**config.mk**
```make
export PLATFORM = sky130hd
export DESIGN_NAME = risc32_multicycle_cpu_flat
export DESIGN_NICKNAME = d
export VERILOG_FILES = /design/src/rtl/risc32_multicycle_cpu_if.sv /design/src/rtl/risc32_multicycle_cpu.sv /design/src/flat_wrapper.sv
export SDC_FILE = /design/constraint.sdc
export NUM_CORES = 2
export LEC_CHECK = 0
export ABC_CLOCK_PERIOD_IN_PS = 109900
export CAP_MARGIN = 40
export CELL_PAD_IN_SITES_DETAIL_PLACEMENT = 0
export CELL_PAD_IN_SITES_GLOBAL_PLACEMENT = 2
export CORE_MARGIN = 2
export CORE_UTILIZATION = 47
export CTS_CLUSTER_DIAMETER = 40
export DETAILED_ROUTE_END_ITERATION = 8
export GPL_ROUTABILITY_DRIVEN = 0
export PLACE_DENSITY_LB_ADDON = 0.2
export SETUP_SLACK_MARGIN = 0.5
export SYNTH_ARGS = -nofsm -noshare
export SYNTH_HDL_FRONTEND = slang
export SYNTH_SLANG_ARGS = --single-unit
```
**constraint.sdc**
```tcl
create_clock -name clk -period 109.9 [get_ports clk]
set_input_delay 16.485 -clock clk [delete_from_list [all_inputs] [get_ports clk]]
set_output_delay 16.485 -clock clk [all_outputs]
set_load 0.02 [all_outputs]
```
**src/rtl/risc32_multicycle_cpu_if.sv**
```systemverilog
// Shared instruction/data memory bus of the multicycle core.
interface risc32_multicycle_cpu_if;
    logic [31:0] mem_addr;
    logic [31:0] mem_wdata;
    logic [31:0] mem_rdata;
    logic        mem_wen;

    modport master (output mem_addr, output mem_wdata, output mem_wen, input mem_rdata);
    modport slave  (input mem_addr, input mem_wdata, input mem_wen, output mem_rdata);
endinterface

```
**src/rtl/risc32_multicycle_cpu.sv**
```systemverilog
// MIPS-style multicycle core (FETCH/DECODE/EXEC/MEM/WB) on one word-addressed memory port.
// Optional feature macro: CPU_BRANCH_EN enables BEQ/BNE; without it they decode as NOPs.
module risc32_multicycle_cpu #(
    parameter logic [31:0] RESET_PC = 32'd0
) (
    input  logic                           clk,
    input  logic                           reset,
    risc32_multicycle_cpu_if.master        mem,
    output logic [7:0]                     pc_debug,
    output logic [2:0]                     state_debug
);
    localparam int unsigned XLEN = 32;
    localparam int unsigned NREG = 32;

    localparam logic [5:0] OP_R    = 6'h00;
    localparam logic [5:0] OP_J    = 6'h02;
    localparam logic [5:0] OP_BEQ  = 6'h04;
    localparam logic [5:0] OP_BNE  = 6'h05;
    localparam logic [5:0] OP_ADDI = 6'h08;
    localparam logic [5:0] OP_LW   = 6'h23;
    localparam logic [5:0] OP_SW   = 6'h2B;

    localparam logic [5:0] FN_ADD = 6'h20;
    localparam logic [5:0] FN_SUB = 6'h22;
    localparam logic [5:0] FN_AND = 6'h24;
    localparam logic [5:0] FN_OR  = 6'h25;
    localparam logic [5:0] FN_SLT = 6'h2A;

`ifdef CPU_BRANCH_EN
    localparam logic BRANCH_EN = 1'b1;
`else
    localparam logic BRANCH_EN = 1'b0;
`endif

    typedef enum logic [2:0] {
        S_FETCH  = 3'd0,
        S_DECODE = 3'd1,
        S_EXEC   = 3'd2,
        S_MEM    = 3'd3,
        S_WB     = 3'd4
    } state_t;

    state_t            state, state_nxt;
    logic [XLEN-1:0]   pc, ir, a, b, alu_out, mdr;
    logic [XLEN-1:0]   rf [NREG];

    logic              ir_ld, pc_ld, ab_ld, alu_ld, mdr_ld, rf_we;
    logic [XLEN-1:0]   pc_nxt, alu_res, rf_wdata;
    logic [4:0]        rf_waddr;

    logic [5:0]        op, funct;
    logic [4:0]        rs, rt, rd;
    logic [XLEN-1:0]   imm_sext;
    logic              is_branch, br_taken, funct_ok, op_known;

    assign op       = ir[31:26];
    assign rs       = ir[25:21];
    assign rt       = ir[20:16];
    assign rd       = ir[15:11];
    assign funct    = ir[5:0];
    assign imm_sext = {{16{ir[15]}}, ir[15:0]};

    assign is_branch = BRANCH_EN && ((op == OP_BEQ) || (op == OP_BNE));
    assign br_taken  = (op == OP_BEQ) ? (a == b) : (a != b);
    assign funct_ok  = (funct == FN_ADD) || (funct == FN_SUB) || (funct == FN_AND) ||
                       (funct == FN_OR)  || (funct == FN_SLT);
    assign op_known  = (op == OP_R) || (op == OP_ADDI) || (op == OP_LW) ||
                       (op == OP_SW) || is_branch;

    // ALU: R-type operation or base+offset for ADDI/LW/SW
    always_comb begin
        alu_res = a + imm_sext;
        if (op == OP_R) begin
            case (funct)
                FN_ADD:  alu_res = a + b;
                FN_SUB:  alu_res = a - b;
                FN_AND:  alu_res = a & b;
                FN_OR:   alu_res = a | b;
                FN_SLT:  alu_res = XLEN'($signed(a) < $signed(b));
                default: alu_res = '0;
            endcase
        end
    end

    always_ff @(posedge clk or posedge reset) begin
        if (reset) state <= S_FETCH;
        else       state <= state_nxt;
    end

    // Next state and datapath strobes
    always_comb begin
        state_nxt = S_FETCH;
        ir_ld     = 1'b0;
        pc_ld     = 1'b0;
        pc_nxt    = pc;
        ab_ld     = 1'b0;
        alu_ld    = 1'b0;
        mdr_ld    = 1'b0;
        rf_we     = 1'b0;
        rf_waddr  = rt;
        rf_wdata  = alu_out;
        case (state)
            S_FETCH: begin
                ir_ld     = 1'b1;
                pc_ld     = 1'b1;
                pc_nxt    = pc + XLEN'(1);
                state_nxt = S_DECODE;
            end
            S_DECODE: begin
                ab_ld = 1'b1;
                if (op == OP_J) begin
                    pc_ld  = 1'b1;
                    pc_nxt = {pc[31:26], ir[25:0]};
                end else if (op_known) begin
                    state_nxt = S_EXEC;
                end
            end
            S_EXEC: begin
                if (is_branch) begin
                    pc_ld  = br_taken;
                    pc_nxt = pc + imm_sext;
                end else begin
                    alu_ld    = 1'b1;
                    state_nxt = ((op == OP_LW) || (op == OP_SW)) ? S_MEM : S_WB;
                end
            end
            S_MEM: begin
                if (op == OP_LW) begin
                    mdr_ld    = 1'b1;
                    state_nxt = S_WB;
                end
            end
            S_WB: begin
                if (op == OP_LW) begin
                    rf_we    = 1'b1;
                    rf_wdata = mdr;
                end else if (op == OP_ADDI) begin
                    rf_we = 1'b1;
                end else if ((op == OP_R) && funct_ok) begin
                    rf_we    = 1'b1;
                    rf_waddr = rd;
                end
            end
            default: state_nxt = S_FETCH;
        endcase
    end

    always_ff @(posedge clk or posedge reset) begin
        if (reset) begin
            pc      <= RESET_PC;
            ir      <= '0;
            a       <= '0;
            b       <= '0;
            alu_out <= '0;
            mdr     <= '0;
        end else begin
            if (pc_ld)  pc      <= pc_nxt;
            if (ir_ld)  ir      <= mem.mem_rdata;
            if (ab_ld)  a       <= rf[rs];
            if (ab_ld)  b       <= rf[rt];
            if (alu_ld) alu_out <= alu_res;
            if (mdr_ld) mdr     <= mem.mem_rdata;
        end
    end

    // Register file; R0 is never written so it always reads zero
    always_ff @(posedge clk or posedge reset) begin
        if (reset) begin
            for (int i = 0; i < int'(NREG); i++) rf[i] <= '0;
        end else if (rf_we && (rf_waddr != 5'd0)) begin
            rf[rf_waddr] <= rf_wdata;
        end
    end

    assign mem.mem_addr  = (state == S_MEM) ? alu_out : pc;
    assign mem.mem_wdata = b;
    assign mem.mem_wen   = (state == S_MEM) && (op == OP_SW);
    assign pc_debug      = pc[7:0];
    assign state_debug   = state;
endmodule

```
**src/flat_wrapper.sv**
```systemverilog
// flat-port wrapper written by rule: the top's interface ports become plain ports
module risc32_multicycle_cpu_flat 
#(
    parameter logic [31:0] RESET_PC = 32'd0
)
  (clk, reset, pc_debug, state_debug, mem_mem_addr, mem_mem_wdata, mem_mem_wen, mem_mem_rdata);
  risc32_multicycle_cpu_if mem_i ();
  input  logic clk;
  input  logic reset;
  output logic [7:0] pc_debug;
  output logic [2:0] state_debug;
  output wire logic [$bits(mem_i.mem_addr)-1:0] mem_mem_addr;
  output wire logic [$bits(mem_i.mem_wdata)-1:0] mem_mem_wdata;
  output wire logic [$bits(mem_i.mem_wen)-1:0] mem_mem_wen;
  input wire logic [$bits(mem_i.mem_rdata)-1:0] mem_mem_rdata;
  assign mem_mem_addr = mem_i.mem_addr;
  assign mem_mem_wdata = mem_i.mem_wdata;
  assign mem_mem_wen = mem_i.mem_wen;
  assign mem_i.mem_rdata = mem_mem_rdata;
  risc32_multicycle_cpu #(.RESET_PC(RESET_PC)) u_core (.clk(clk), .reset(reset), .mem(mem_i), .pc_debug(pc_debug), .state_debug(state_debug));
endmodule
```
# Word level (Yosys, flattened, before mapping)
# Index checks and enable logic that the tools add are counted.
[op_classes]
order_cmp = 5
reduce_logical = 18
n_eq_ne = 14
muxes = 36
bitwise = 6
n_addsub = 4
[op_table]
columns = ["op", "count"]
rows = [
  ["1024-bit bitwise mux", 1],
  ["32-bit binary-select mux with 5-bit select", 2],
  ["32-bit 2-to-1 mux", 9],
  ["32-bit demux with 5-bit select", 1],
  ["32-bit case mux with 5 select lines", 1],
  ["32-bit adder", 2],
  ["32-bit case mux with 2 select lines", 1],
  ["6-bit == test (second input constant)", 7],
  ["32-bit by 1-bit adder with 32-bit output (second input constant)", 1],
  ["32-bit bitwise AND", 1],
  ["32-bit < comparator", 1],
  ["32-bit OR", 1],
  ["32-bit subtractor", 1],
  ["26-bit 2-to-1 mux", 1],
  ["5-bit 2-to-1 mux", 4],
  ["6-bit greater-or-equal comparator (second input constant)", 3],
  ["5-bit inverter with 6-bit output", 3],
  ["3-bit case mux with 4 select lines", 1],
  ["1-bit 2-to-1 mux", 10],
  ["3-bit 2-to-1 mux", 3],
  ["1-bit logical OR", 8],
  ["3-bit by 2-bit == test with 1-bit output (second input constant)", 2],
  ["6-bit by 2-bit == test with 1-bit output (second input constant)", 1],
  ["6-bit by 4-bit == test with 1-bit output (second input constant)", 1],
  ["other kinds (13)", 17],
]
[totals]
output_inout_bits = 76
ff_bits = 1219
in_bits = 34
elab_cells = 123

# Depth between registers and ports, before layout
[depth]
depth_word = 16
mapped_depth = 15
depth_no_buf = 13

# Worst setup path after synthesis
# No wires, ideal clock.
[synth_timing]
kind = "flip-flop to output port"
from = "register u_core.state[0], in the netlist u_core.state_debug[0]"
to = "output port mem_mem_wen"
path_stages_with_launch = 5
arrival_ns = 1.713
path_buffers = 2
path_slack_ns = 91.702
required_time_ns = 93.415
cell_sequence = "dfrtp_1 clkbuf_1 nand3b_1 clkbuf_1 nor3_1"
[synth_between]
elab_chain_len = 2
[synth_lines]
columns = ["element", "line_no", "source"]
rows = [
  ["from (decl)", "risc32_multicycle_cpu.sv:43", "state_t state, state_nxt;"],
  ["from (signal assigned)", "risc32_multicycle_cpu.sv:87", "else state <= state_nxt;"],
  ["3-bit by 2-bit == test with 1-bit output", "risc32_multicycle_cpu.sv:177", "assign mem.mem_wen = (state == S_MEM) && (op == OP_SW);"],
  ["1-bit logical AND", "risc32_multicycle_cpu.sv:177", ""],
  ["to (decl)", "flat_wrapper.sv:14", "output wire logic [$bits(mem_i.mem_wen)-1:0] mem_mem_wen;"],
]
# Every way passes these cells.

==> metrics.md <==
| Metric | Value |
|---|---|
| Syn Area/Cell | `11.17 um2` |
| Final setup vio count | `0` |
| CP cell instances | `clkdlybuf4s50_1 -> inv_8 -> buf_4 -> buf_4 -> buf_16 -> buf_4 -> buf_4 -> buf_4 -> buf_16` |
| Top cells by count, synth | `dfrtp_1, nor2_1, a21oi_1` |
| # DRC | `0` |
| Critical Path Sink Type | `async pin` |
| I/O pins | `110` |
| Pre-Repair DR Iteration Count | `5` |
| Final WL | `232400 um` |
| Antenna Nets Post-Route | `0` |
| Synth Warn # | `0` |
| Relative slew slack | `32.74%` |
| Max-cap violation count | `0` |
| Tcrit/Tclk final | `18.16%` |
| CTS Buf Count | `186` |
| Die span in x | `382.4 um` |
| Vias per inst | `6.281` |
| Main area contributors after synthesis | `dfrtp_1, mux4_2, a21oi_1` |
| RSZ-0062 raised after global routing | `false` |
| Synth-to-Final Area Change | `15.52%` |
| CTS tree | `done` |
| Reg2reg start | `u_core.ir[1]` |
| Max VDD drop | `0.02115 mV` |
| GRT Overall Usage | `32.21%` |
| Core area | `141800 um2` |
| Tightest Pin Transition | `1009 ps` |
| CP max FO | `between 100 and 150` |
| Most used DFF post-synth | `dfrtp_1` |
| Share of layout cells above drive strength 1 | `a little under a quarter` |
| Synth top area share | `a little under half` |
| Leak Pwr | `33.18 nW` |
| Pin count of the biggest net entering global routing | `167` |
| Worst R2R End | `u_core.rf[630]` |
| Clock Latency Late Sink | `830 ps` |
| Port Buf Inserts | `between 100 and 150` |
| Largest stage delay on the critical path | `750 ps` |
| Slew Limit Fails | `0` |
| Nets | `6123` |
| CTS sink cnt | `1219` |
| Root buffer cell | `clkbuf_16` |
| Worst r2r path cells | `11` |
| Pwr dens | `21.66 nW/um2` |
| Antenna violations before repair | `14` |
| Wire length per cell | `29.06 um` |
| Synth area leader | `dfrtp_1` |
| Cell count after synthesis | `around 6k` |
| Initial Util | `around 47%` |
| Post-CTS sizing | `0` |
| Status | `finished, final reports clean` |
| Hold buffer count at CTS | `0` |
| Vias in the first global route | `50.07k` |
| Worst Hold Class | `reg2reg` |
| Core Rows | `138` |
| Synth Cell Area | `slightly below 70000 um2` |
| Cell with the most instances after synthesis | `dfrtp_1` |
| Seq/Total Area, Yosys | `45.33%` |
| First-pass GRT wire length | `344700 um` |
| Initial DRC count | `between 5k and 6k` |
| Final Cell Area | `77730 um2` |
| Die Span Y | `approximately 380 um` |
| Clock Tree Buf Depth | `3` |
| Cells after DPL | `approximately 7.6k` |
| Post-synthesis async set-or-reset flop share | `100.0%` |
| Fin Setup TNS | `0 ps` |
| Flops & latches, synth | `1219` |
| Die footprint | `about 150000 um2` |
| Non-Filler Instances | `7997` |
| Worst Setup SP | `reset` |
| Post-layout min period | `19960 ps` |
| Crit start category | `primary input` |
| Fillcell total | `12.08k` |
| H-tree depth | `4` |
| Synthesized Nets | `6206` |
| Final HPWL DP | `146800 um` |
| R2r setup slk | `104550 ps` |
| Count of different cell masters after synthesis | `82` |
| Critical path endpoint | `u_core.rf[344]` |
| Dpl cell area | `70980 um2` |
| Post-CTS Setup Inserts | `0` |
| Most used cell, CP | `buf_4` |
| DR vias | `~50k` |
| Final hold vios | `0` |
| GRT overflow | `0` |
| Reg clk slew, reported paths | `50 ps` |
| WP data required | `110870 ps` |
| Number of synthesized flops with an enable pin | `0` |
| Max Freq | `0.05011 GHz` |
| Worst Skew | `28.20 ps` |
| Worst EP arrival | `20920 ps` |
| Slowest cell on crit path | `buf_4` |
| Critical setup path kind | `in2async` |
## placed cells by master, fill, tap and decap left out, types with 92 or more instances in the layout
| cell | netlist | final |
|---|---|---|
| dfrtp_1 | 1219 | 1208 |
| nor2_1 | 750 | 750 |
| a21oi_1 | 705 | 705 |
| mux4_2 | 640 | 640 |
| nand2_1 | 578 | 573 |
| o21ai_0 | 558 | 558 |
| clkbuf_16 | 0 | 186 |
| buf_4 | 11 | 156 |
| ha_1 | 143 | 143 |
| inv_1 | 111 | 110 |
| clkdlybuf4s50_1 | 0 | 109 |
| mux2_2 | 92 | 92 |
## report_power, final
group	switching (mW)	internal (mW)	total (mW)
combinational	0.339	0.190	0.529
sequential	0.0533	0.469	0.522
clock	0.245	0.388	0.632
## how the worst min path moves through the flow
stage                               start  depth (start not counted)  slack (ps)               to
after floorplan             u_core.pc[31]                          1         440    u_core.pc[31]
after global placement    u_core.rf[1010]                          0         380  u_core.rf[1010]
after detailed placement  u_core.rf[1002]                          0         380  u_core.rf[1002]
after CTS                 u_core.rf[1003]                          0         400  u_core.rf[1003]
after global routing      u_core.rf[1002]                          0         410  u_core.rf[1002]
final                     u_core.rf[1015]                          0         390  u_core.rf[1015]
## layout make-up
class                   instances  area, um2  area share (%)
inverters                     113      431.7          0.5553
flip-flops and latches       1219      30540           39.29
repair buffers                309       3286           4.227
clock buffers                 212       4942           6.358
clock inverters               138       1790           2.303
diodes                          2      5.005        0.006438
well taps                    1890       2365           3.042
multi-input cells            4114      34370           44.22
## sequential cells by signal, indices dropped and copies added, names as in the netlist
signal,cells
u_core.state_debug,3
u_core.a,32
u_core.ir,32
u_core.rf,1024
u_core.alu_out,32
u_core.mdr,32
u_core.pc,32
u_core.mem.mem_wdata,32
## routing by layer
metal,GRT usage (%),part of all wire [%],vias up
li1,-,-,21850
met4,13.28,4.4,6
met5,0,0.015,-
met2,50.06,46,2042
met3,6.291,7.5,514
met1,44.60,42,25810
## through the flow
| step | hold slack, ps | util [%] | total power, mW | setup WS (ps) |
|---|---|---|---|---|
| floorplan | 440.0 | - | 0.8547 | 59070 |
| global placement | 376.4 | 49.36 | 1.042 | 87940 |
| detailed placement | 382.0 | 50.07 | 1.057 | 88890 |
| CTS | 395.3 | 54.82 | 1.690 | 89770 |
| global route | 406.6 | 54.83 | 1.742 | 89370 |
| finish | 391.6 | 54.84 | 1.684 | 89940 |
## kinds of logic after synthesis
logic type / Yosys count / share of synthesized area (%)
simple gates: 1509 / 9.055
buf+inv: 693 / 4.202
mux: 834 / 24.48
compound gates: 1562 / 13.36
xor+xnor: 63 / 0.8200
flops: 1219 / 45.33
fa+ha+maj: 146 / 2.748
## worst max-delay path, delay by kind of cell
| family | cells | cell delay (ps) |
|---|---|---|
| buf+inv | 9 | 4270 |
Note: power is estimated with default switching activity, not from simulation.
